==> src/rtl/axi_mst_rd_pkg.sv <==
// Shared AXI widths, encodings, FSM state codes and the buffered beat layout
// for the AXI read-channel initiator.
package axi_mst_rd_pkg;

  localparam int AXI_ID_WIDTH    = 4;
  localparam int AXI_ADDR_WIDTH  = 32;
  localparam int AXI_LEN_WIDTH   = 8;
  localparam int AXI_SIZE_WIDTH  = 3;
  localparam int AXI_BURST_WIDTH = 2;
  localparam int AXI_DATA_WIDTH  = 32;
  localparam int AXI_RESP_WIDTH  = 2;

  localparam logic [AXI_BURST_WIDTH-1:0] AXI_BURST_FIXED = 2'b00;
  localparam logic [AXI_BURST_WIDTH-1:0] AXI_BURST_INCR  = 2'b01;
  localparam logic [AXI_BURST_WIDTH-1:0] AXI_BURST_WRAP  = 2'b10;

  localparam logic [AXI_RESP_WIDTH-1:0] AXI_RESP_OKAY   = 2'b00;
  localparam logic [AXI_RESP_WIDTH-1:0] AXI_RESP_EXOKAY = 2'b01;
  localparam logic [AXI_RESP_WIDTH-1:0] AXI_RESP_SLVERR = 2'b10;
  localparam logic [AXI_RESP_WIDTH-1:0] AXI_RESP_DECERR = 2'b11;

  typedef enum logic [1:0] {
    ST_IDLE  = 2'd0,
    ST_AR    = 2'd1,
    ST_RDATA = 2'd2,
    ST_DONE  = 2'd3
  } rd_state_e;

  typedef struct packed {
    logic [AXI_DATA_WIDTH-1:0] data;
    logic [AXI_RESP_WIDTH-1:0] resp;
    logic                      last;
  } rd_beat_t;

endpackage

==> src/rtl/axi_rd_skid_buf.sv <==
// Two-entry registered FIFO between the R channel and the user beat port.
// Push and pop may coincide at any occupancy; the producer never pushes when full.
module axi_rd_skid_buf #(
  parameter int W = 8
) (
  input  logic         clk,
  input  logic         rst_n,
  input  logic         i_push,
  input  logic [W-1:0] i_din,
  input  logic         i_pop,
  output logic [W-1:0] o_dout,
  output logic         o_valid,
  output logic         o_full
);

  logic [W-1:0] r_mem [2];
  logic         r_wptr;
  logic         r_rptr;
  logic [1:0]   r_cnt;

  assign o_dout  = r_mem[r_rptr];
  assign o_valid = (r_cnt != 2'd0);
  assign o_full  = (r_cnt == 2'd2);

  always_ff @(posedge clk or negedge rst_n) begin
    if (!rst_n) begin
      r_mem[0] <= '0;
      r_mem[1] <= '0;
      r_wptr   <= 1'b0;
      r_rptr   <= 1'b0;
      r_cnt    <= 2'd0;
    end else begin
      if (i_push) begin
        r_mem[r_wptr] <= i_din;
        r_wptr        <= ~r_wptr;
      end
      if (i_pop) begin
        r_rptr <= ~r_rptr;
      end
      case ({i_push, i_pop})
        2'b10:   r_cnt <= r_cnt + 2'd1;
        2'b01:   r_cnt <= r_cnt - 2'd1;
        default: r_cnt <= r_cnt;
      endcase
    end
  end

endmodule

==> src/rtl/axi_mst_rd.sv <==
// AXI read-channel initiator: one burst outstanding, R beats forwarded in order
// through a 2-entry buffer, with RLAST/RRESP checking and an R-gap watchdog.
module axi_mst_rd
  import axi_mst_rd_pkg::*;
#(
  parameter int TIMEOUT_W = 8
) (
  input  logic                       clk,
  input  logic                       rst_n,
  input  logic                       i_cmd_valid,
  output logic                       o_cmd_ready,
  input  logic [AXI_ID_WIDTH-1:0]    i_cmd_id,
  input  logic [AXI_ADDR_WIDTH-1:0]  i_cmd_addr,
  input  logic [AXI_LEN_WIDTH-1:0]   i_cmd_len,
  input  logic [AXI_SIZE_WIDTH-1:0]  i_cmd_size,
  input  logic [AXI_BURST_WIDTH-1:0] i_cmd_burst,
  output logic [AXI_ID_WIDTH-1:0]    o_axi_mst_arid,
  output logic [AXI_ADDR_WIDTH-1:0]  o_axi_mst_araddr,
  output logic [AXI_LEN_WIDTH-1:0]   o_axi_mst_arlen,
  output logic [AXI_SIZE_WIDTH-1:0]  o_axi_mst_arsize,
  output logic [AXI_BURST_WIDTH-1:0] o_axi_mst_arburst,
  output logic                       o_axi_mst_arvalid,
  input  logic                       i_axi_mst_arready,
  input  logic [AXI_DATA_WIDTH-1:0]  i_axi_mst_rdata,
  input  logic [AXI_RESP_WIDTH-1:0]  i_axi_mst_rresp,
  input  logic                       i_axi_mst_rlast,
  input  logic                       i_axi_mst_rvalid,
  output logic                       o_axi_mst_rready,
  output logic [AXI_DATA_WIDTH-1:0]  o_usr_rdata,
  output logic [AXI_RESP_WIDTH-1:0]  o_usr_rresp,
  output logic                       o_usr_rlast,
  output logic                       o_usr_rvalid,
  input  logic                       i_usr_rready,
  output logic                       o_done_valid,
  output logic [2:0]                 o_done_err,
  output logic                       o_busy
);

  localparam logic [AXI_LEN_WIDTH:0] CNT_ONE = 1;
  localparam logic [TIMEOUT_W-1:0]   WD_ONE  = 1;

  rd_state_e               r_state, w_next;
  logic [AXI_LEN_WIDTH:0]  r_beat_cnt;
  logic [TIMEOUT_W-1:0]    r_wd;
  logic                    r_drop;
  logic                    r_err_to, r_err_last, r_err_resp;
  logic                    w_rhs, w_exp_last, w_wd_expire;
  logic                    w_push, w_pop, w_full;
  rd_beat_t                w_beat_in, w_beat_out;

  assign w_rhs       = i_axi_mst_rvalid & o_axi_mst_rready;
  assign w_exp_last  = (r_beat_cnt == {1'b0, o_axi_mst_arlen});
  assign w_wd_expire = &r_wd;
  // After a missing RLAST the rest of the burst is swallowed until the slave ends it.
  assign w_push      = w_rhs & ~r_drop;
  assign w_pop       = o_usr_rvalid & i_usr_rready;
  assign w_beat_in   = '{data: i_axi_mst_rdata, resp: i_axi_mst_rresp, last: i_axi_mst_rlast};

  axi_rd_skid_buf #(.W($bits(rd_beat_t))) u_buf (
    .clk     (clk),
    .rst_n   (rst_n),
    .i_push  (w_push),
    .i_din   (w_beat_in),
    .i_pop   (w_pop),
    .o_dout  (w_beat_out),
    .o_valid (o_usr_rvalid),
    .o_full  (w_full)
  );

  assign o_usr_rdata = w_beat_out.data;
  assign o_usr_rresp = w_beat_out.resp;
  assign o_usr_rlast = w_beat_out.last;

  always_ff @(posedge clk or negedge rst_n) begin
    if (!rst_n) r_state <= ST_IDLE;
    else        r_state <= w_next;
  end

  always_comb begin
    w_next            = r_state;
    o_cmd_ready       = 1'b0;
    o_axi_mst_arvalid = 1'b0;
    o_axi_mst_rready  = 1'b0;
    o_done_valid      = 1'b0;
    o_done_err        = 3'b000;
    o_busy            = 1'b1;
    case (r_state)
      ST_IDLE: begin
        o_cmd_ready = 1'b1;
        o_busy      = 1'b0;
        if (i_cmd_valid) w_next = ST_AR;
      end
      ST_AR: begin
        o_axi_mst_arvalid = 1'b1;
        if (i_axi_mst_arready) w_next = ST_RDATA;
      end
      ST_RDATA: begin
        o_axi_mst_rready = ~w_full & ~w_wd_expire;
        if (w_wd_expire)                         w_next = ST_DONE;
        else if (w_rhs && i_axi_mst_rlast)       w_next = ST_DONE;
      end
      ST_DONE: begin
        o_done_valid = 1'b1;
        o_done_err   = {r_err_to, r_err_last, r_err_resp};
        w_next       = ST_IDLE;
      end
      default: w_next = ST_IDLE;
    endcase
  end

  // Watchdog only counts gaps the slave is responsible for, not buffer back-pressure.
  always_ff @(posedge clk or negedge rst_n) begin
    if (!rst_n) begin
      o_axi_mst_arid    <= '0;
      o_axi_mst_araddr  <= '0;
      o_axi_mst_arlen   <= '0;
      o_axi_mst_arsize  <= '0;
      o_axi_mst_arburst <= '0;
      r_beat_cnt        <= '0;
      r_wd              <= '0;
      r_drop            <= 1'b0;
      r_err_to          <= 1'b0;
      r_err_last        <= 1'b0;
      r_err_resp        <= 1'b0;
    end else begin
      case (r_state)
        ST_IDLE: begin
          if (i_cmd_valid) begin
            o_axi_mst_arid    <= i_cmd_id;
            o_axi_mst_araddr  <= i_cmd_addr;
            o_axi_mst_arlen   <= i_cmd_len;
            o_axi_mst_arsize  <= i_cmd_size;
            o_axi_mst_arburst <= i_cmd_burst;
            r_drop            <= 1'b0;
            r_err_to          <= 1'b0;
            r_err_last        <= 1'b0;
            r_err_resp        <= 1'b0;
          end
        end
        ST_AR: begin
          if (i_axi_mst_arready) begin
            r_beat_cnt <= '0;
            r_wd       <= '0;
          end
        end
        ST_RDATA: begin
          if (w_rhs) begin
            r_wd <= '0;
            if (r_beat_cnt != '1) r_beat_cnt <= r_beat_cnt + CNT_ONE;
            if (i_axi_mst_rresp != AXI_RESP_OKAY) r_err_resp <= 1'b1;
            if (!r_drop) begin
              if (i_axi_mst_rlast != w_exp_last) r_err_last <= 1'b1;
              if (!i_axi_mst_rlast && w_exp_last) r_drop <= 1'b1;
            end
          end else if (w_wd_expire) begin
            r_err_to <= 1'b1;
          end else if (!w_full) begin
            r_wd <= r_wd + WD_ONE;
          end
        end
        default: ;
      endcase
    end
  end

endmodule

==> config.mk <==
export PLATFORM = sky130hd
export DESIGN_NAME = axi_mst_rd
export DESIGN_NICKNAME = d
export VERILOG_FILES = /design/src/rtl/axi_mst_rd_pkg.sv /design/src/rtl/axi_rd_skid_buf.sv /design/src/rtl/axi_mst_rd.sv
export SDC_FILE = /design/constraint.sdc
export NUM_CORES = 1
export LEC_CHECK = 0
export ABC_AREA = 1
export BUFFER_PORTS_ARGS = -buffer_cell sky130_fd_sc_hd__buf_2
export CAP_MARGIN = 20
export CORE_MARGIN = 2
export CORE_UTILIZATION = 57
export CTS_CLUSTER_DIAMETER = 60
export DETAILED_ROUTE_END_ITERATION = 8
export GPL_TIMING_DRIVEN = 0
export PLACE_DENSITY = 0.94
export SLEW_MARGIN = 10
export SYNTH_ARGS = -nofsm -noshare
export SYNTH_HDL_FRONTEND = slang
export SYNTH_SLANG_ARGS = --single-unit
==> constraint.sdc <==
create_clock -name clk -period 3.27 [get_ports clk]
set_input_delay 0.654 -clock clk [delete_from_list [all_inputs] [get_ports clk]]
set_output_delay 0.654 -clock clk [all_outputs]
set_load 0.1 [all_outputs]
==> results of run 1 <==
[sequential cells by signal, summed over array words and instances (netlist names), 2 cells and up]
signal	flops
u_buf.r_mem	70
r_state	2
r_wd	8
r_beat_cnt	9
o_axi_mst_arburst	2
o_axi_mst_arlen	8
o_axi_mst_arid	4
o_axi_mst_araddr	32
o_axi_mst_arsize	3
u_buf.r_cnt	2
[worst max-delay path: cells and delay by family (launching register included)]
kind | cells | cell delay [ns]
buffers and inverters | 4 | 1.39
and+or+nand+nor | 2 | 0.22
DFF | 1 | 0.35
[area by class of cell]
| class | count | area, um^2 |
|---|---|---|
| buffer | 31 | 236 |
| clock buffer | 19 | 453 |
| clock inverter | 13 | 230 |
| fill | 833 | 3130 |
| inverter | 76 | 285 |
| multi-input combinational | 475 | 2800 |
| sequential | 146 | 3650 |
| tap | 147 | 184 |
| timing repair buffer | 185 | 982 |
[placed cells by master, fill, tap and decap left out, types with 3 or more instances in the layout]
cell type and instances:
buf_6 16, o21ai_2 70, or2_2 8, clkbuf_16 17
nand2_4 3, o21ai_1 9, inv_1 73, o22ai_1 3
xor2_1 5, clkbuf_1 10, o21ai_0 11, xnor2_1 3
a21oi_1 9, clkinvlp_4 3, mux2_2 46, ha_1 9
buf_2 187, nand2_1 234, nand2_2 7, nor2_1 21
nand4_1 7, inv_2 3, nand3_1 22, bufinv_16 6
dfrtp_1 146
[per-layer routing]
layer	vias up	GRT usage
met4	0	0.0967
met3	28	0.0720
met1	2707	0.331
met2	255	0.456
met5	-	0
li1	2731	-
[how the worst max path moves through the flow]
stage	start	endpoint	slack [ns]
after global routing	u_buf.r_rptr	o_usr_rresp[1]	0.05
after CTS	u_buf.r_rptr	o_usr_rdata[19]	0.19
after detailed placement	u_buf.r_rptr	o_usr_rdata[31]	0.70
final	u_buf.r_rptr	o_usr_rdata[19]	0.21
after floorplan	r_state[0]	r_state[1]	0.43
after global placement	rst_n	o_axi_mst_araddr[25]	-0.44
[per-stage QoR]
step	utilization	cells	instance area, um^2
floorplan	-	728	6980
global placement	0.675	1057	8070
detailed placement	0.680	1059	8140
CTS	0.738	1092	8830
global route	0.738	1092	8830
finish	0.738	1092	8830
[repair_timing]
action,4_1_cts,5_1_grt
hold endpoints to repair,4,0
hold buffers,1,0
setup endpoints to repair,0,0
[logic make-up (layout without fill, tap and decap cells)]
logic type | count (synthesis) | in the layout | share of synthesized area
xor+xnor | 8 | 8 | 0.0100
simple gates | 306 | 306 | 0.184
mux | 46 | 46 | 0.0742
fa+ha+maj | 9 | 9 | 0.0161
buf+inv | 107 | 324 | 0.0748
compound gates | 106 | 106 | 0.117
flops | 146 | 146 | 0.523
==> out/results.tsv, run 1 <==
stage	metric	value	unit
outcome	outcome	completed	
grt	Remaining Overflow, GRT	0	
yosys	Ys Warns	0	
layout	Area growth, synth to finish	26.5	%
worst_setup_path	critical path's largest stage delay	0.49	ns
detailed_routing	wire length on met2	8360	um
sta	Hold Vio Cnt, Final	0	
layout	fin nets	1031	
yosys	top_reg_cell synth	dfrtp_1	
sta	final setup vio count	0	
yosys	area leader, netlist	dfrtp_1	
floorplan	die height	115	um
sta	setup TNS	0	ns
clock_network	H-tree depth	4	
detailed_routing	drt pass-1 iters	7	
floorplan	# IOs	183	
clock_network	CTS tree	yes	
detailed_routing	uppermost routed layer	met4	
floorplan	die width	115	um
clock_network	CTS root buf	clkbuf_16	
clock_network	total CTS buffers	17	
clock_network	clock tree buffer depth	2	
yosys	Avg Cell Area, Syn	9.59	um^2
worst_setup_path	startpoint types	register	
floorplan	CORE AREA	12000	um^2
yosys	Post-synth EDFFs	0	
detailed_routing	drt wl/cell	15.3	um
grt	first-pass GRT wire length	27100	um
worst_hold_path	hold_sp	i_cmd_addr[28]	
clock_network	clock latency on the worst-skew pair	0.42	ns
sta	f_max	327	MHz
worst_setup_path	R2R Path End	u_buf.r_cnt[1]	
sta	final worst slack	0.214	ns
detailed_routing	routed vias	5721	
detailed_routing	Antenna Nets Post-Route	0	
placement	IO Port Bufs	182	
yosys	most frequent cell after synthesis	nand2_1	
worst_setup_path	crit path DAT	2.40	ns
clock_network	Post-CTS Resized	0	
yosys	Mapped Cells	728	
grt	number of global-route vias before repair	5666	
worst_setup_path	Crit-path slowest cell	clkbuf_1	
detailed_routing	wire length on met3	1330	um
sta	post-layout min period	3.06	ns
layout	diodes inserted	0	
clock_network	CTS Sinks	146	
worst_setup_path	Crit Path Max Fanout	10	
worst_setup_path	crit path cell chain	clkbuf_1 -> inv_2 -> clkbuf_1 -> nand2_1 -> nand2_1 -> buf_2	
yosys	Area contributors post-synth	dfrtp_1, nand2_1, o21ai_2	
detailed_routing	DR iter-0 viols	387	
run	max_cap viols	0	
sta	Slew headroom	0.611	
yosys	Mapped Area	6980	um^2
placement	RD Place Congestion	0.867	
detailed_routing	wl on met1	6690	um
yosys	share of the synthesized area in the top cell type	0.523	
sta	Slew @ Worst Pin	0.583	ns
placement	hpwl dp	11700	um
yosys	post-synthesis sequential area ratio	0.523	
worst_setup_path	Worst Reg2Reg Path Length in Cells	11	
floorplan	Row Count	40	
layout	layout cell share with drive strength beyond 1	0.401	
grt	initial antenna violation count	0	
worst_hold_path	worst min path class	in2reg	
worst_setup_path	CP endpoint kind	primary output	
sta	clk_skew	0.00873	ns
yosys	Post-synth ARST share	1.00	
worst_setup_path	FF-to-FF Start	r_state[0]	
yosys	commonest cells in the synthesized netlist	nand2_1, dfrtp_1, inv_1	
yosys	post-synthesis net count	827	
yosys	Synth Register Bits	146	
worst_setup_path	reg2reg setup slack	1.03	ns
worst_hold_path	cell count of the worst hold path	2	
floorplan	area of the die	13100	um^2
floorplan	Starting Density	0.583	
worst_setup_path	required time of the critical path	2.62	ns
worst_hold_path	WHS Endpoint	o_axi_mst_araddr[28]	
sta	WHS	0.458	ns
sta	max-slew violation count	0	
worst_setup_path	Crit Path Category	reg2out	
detailed_routing	Post-Route WL	16700	um
yosys	unique cell type count in the Yosys netlist	28	
sta	period utilisation layout	0.935	
clock_network	post-CTS setup buffer count	0	
detailed_routing	Remaining DRCs	0	
detailed_routing	Vias/cell	5.24	
clock_network	Worst-path clk slew	0.06	ns
sta	RSZ-0062 raised after global routing	false	
grt	largest net degree at the start of global routing	92	
placement	dpl ws	0.701	ns
grt	GRT Total Usage	0.268	
Power of run 1 is left out: the tool's default activity adds up to more than one toggle a clock period on the data nets, which glitch-free logic cannot reach.
==> run 2, diff against run 1 <==
==> constraint.sdc (replaced) <==
create_clock -name clk -period 3.27 [get_ports clk]
set_input_delay 0.1635 -clock clk [delete_from_list [all_inputs] [get_ports clk]]
set_output_delay 0.1635 -clock clk [all_outputs]
set_load 0.1 [all_outputs]
==> run 2 against run 1 <==
  * Die area is the same
  * Global-route usage grew 3.1 points
  * Register-to-register slack is essentially flat
  * Count of clock-buffer cells in the layout is the same
  * Maximum frequency grew 17%
  * Final cell count grew 4.4%
  * Flip-flop and latch count is the same
  * Cell area grew 5.4%
==> out/results.tsv, run 2 (synthesis gave the netlist of run 1 again) <==
stage	metric	value	unit	change
outcome	outcome	completed		
layout	commonest cells after routing, fill and taps aside	nand2_1, buf_2, dfrtp_1, inv_1, o21ai_2		
floorplan	die width	115	um	unchanged
clock_network	clock tree buffer depth	2		unchanged
detailed_routing	Vias/cell	5.31		+1.3%
sta	max-slew violation count	0		unchanged
grt	largest net degree at the start of global routing	92		unchanged
worst_setup_path	R2R Path End	u_buf.r_cnt[1]		
worst_setup_path	CP endpoint kind	primary output		
sta	post-layout min period	2.60	ns	-0.452 ns
worst_setup_path	FF-to-FF Start	r_state[0]		
worst_setup_path	crit path DAT	2.44	ns	+0.04 ns
detailed_routing	Antenna Nets Post-Route	0		unchanged
layout	layout cell share with drive strength beyond 1	0.382		-0.0190
sta	final setup vio count	0		unchanged
clock_network	H-tree depth	4		unchanged
clock_network	total CTS buffers	17		unchanged
detailed_routing	drt pass-1 iters	5		-2
worst_setup_path	critical path's largest stage delay	0.49	ns	about the same
worst_setup_path	startpoint types	register		
detailed_routing	DR iter-0 viols	493		+27%
clock_network	CTS Sinks	146		unchanged
layout	fin nets	1078		+4.6%
sta	Slew headroom	0.608		-0.00352
floorplan	Starting Density	0.583		unchanged
worst_setup_path	CP endpoint	o_usr_rdata[19]		
placement	dpl ws	1.03	ns	+0.333 ns
grt	GRT Total Usage	0.299		+0.0305
clock_network	CTS root buf	clkbuf_16		
sta	Hold Vio Cnt, Final	0		unchanged
run	max_cap viols	0		unchanged
clock_network	clock latency on the worst-skew pair	0.43	ns	about the same
floorplan	# IOs	183		unchanged
worst_setup_path	required time of the critical path	3.11	ns	+0.49 ns
grt	number of global-route vias before repair	6155		+8.6%
grt	first-pass GRT wire length	30000	um	+11%
detailed_routing	drt wl/cell	16.3	um	+6.9%
sta	setup TNS	0	ns	unchanged
floorplan	Row Count	40		unchanged
worst_setup_path	Crit. Startpoint	u_buf.r_rptr		
worst_setup_path	Crit-path slowest cell	clkbuf_1		
worst_setup_path	Worst Reg2Reg Path Length in Cells	11		unchanged
layout	Area growth, synth to finish	33.3	%	
placement	hpwl dp	11700	um	unchanged
grt	Remaining Overflow, GRT	0		unchanged
placement	RD Place Congestion	0.867		unchanged
layout	most common cell after layout, fill and taps aside	nand2_1		
sta	period utilisation layout	0.797		-0.138
layout	most flop-heavy register	u_buf.r_mem		
clock_network	post-CTS setup buffer count	0		unchanged
floorplan	CORE AREA	12000	um^2	unchanged
worst_setup_path	reg2reg setup slack	1.03	ns	about the same
worst_hold_path	worst min path class	in2reg		
sta	RSZ-0062 raised after global routing	false		
detailed_routing	Post-Route WL	18600	um	+12%
sta	final worst slack	0.665	ns	+0.452 ns
worst_hold_path	cell count of the worst hold path	2		unchanged
clock_network	Post-CTS Resized	0		unchanged
layout	biggest regs	u_buf.r_mem x70, o_axi_mst_araddr x32, r_beat_cnt x9		
grt	initial antenna violation count	0		unchanged
worst_setup_path	crit path cell chain	clkbuf_1 -> inv_2 -> clkbuf_1 -> nand2_1 -> nand2_1 -> buf_2		
sta	f_max	384	MHz	+17%
placement	IO Port Bufs	182		unchanged
clock_network	CTS tree	yes		
clock_network	Worst-path clk slew	0.06	ns	about the same
floorplan	die height	115	um	unchanged
layout	max reg flops	70		unchanged
detailed_routing	Remaining DRCs	0		unchanged
floorplan	area of the die	13100	um^2	unchanged
worst_setup_path	Crit Path Max Fanout	10		unchanged
detailed_routing	routed vias	6051		+5.8%
sta	clk_skew	0.00984	ns	+0.00111 ns
sta	Slew @ Worst Pin	0.589	ns	+0.00528 ns
worst_setup_path	Crit Path Category	reg2out		
==> run 2: cell types whose count changed in the layout (fill, tap and decap cells not counted), sizes merged <==
cell and change:
dlygate4sd3 +47, diode +1
==> run 2: layout make-up <==
class	count	area [um^2]
inverter	76	285
multi-input combinational	475	2800
antenna	1	2.50
timing repair buffer	232	1450
sequential	146	3650
clock buffer	19	453
tap	147	184
buffer	31	236
fill	741	2660
clock inverter	13	230
==> run 2: critical path: cells and delay by family (launching register included) <==
family | cells | cell delay [ns]
buf+inv | 4 | 1.42
flops | 1 | 0.35
simple gates | 2 | 0.22
==> run 2: timing repair <==
action	4_1_cts	5_1_grt
hold buffers	48	0
setup endpoints to repair	0	0
endpoints found under the hold margin	141	0
==> run 2: how the worst min path moves through the flow <==
stage / startpoint / to / slack (ns)
after detailed placement: rst_n / u_buf.r_mem[45] / -0.04
after global routing: i_cmd_id[3] / o_axi_mst_arid[3] / 0.009
final: i_cmd_addr[7] / o_axi_mst_araddr[7] / 0.01
after global placement: i_cmd_addr[8] / o_axi_mst_araddr[8] / 0.39
after floorplan: rst_n / o_axi_mst_araddr[0] / -0.13
after CTS: i_cmd_addr[7] / o_axi_mst_araddr[7] / 0.003
==> run 2: stage by stage <==
stage                     std cells   util  hold slack [ns]  cell area [um^2]
after floorplan                 728      -           -0.132              6980
after global placement         1057  0.675            0.394              8070
after detailed placement       1059  0.680          -0.0423              8140
after CTS                      1139  0.777          0.00298              9300
after global routing           1139  0.777          0.00913              9300
final                          1140  0.778           0.0134              9300
==> run 2: metal layers <==
metal	up-vias	part of all wire	GRT usage
li1	2821	-	-
met1	2891	0.39	0.358
met2	300	0.50	0.500
met3	39	0.081	0.0842
met4	0	0.027	0.140
met5	-	0	0
Power of run 2 is left out for the same reason.
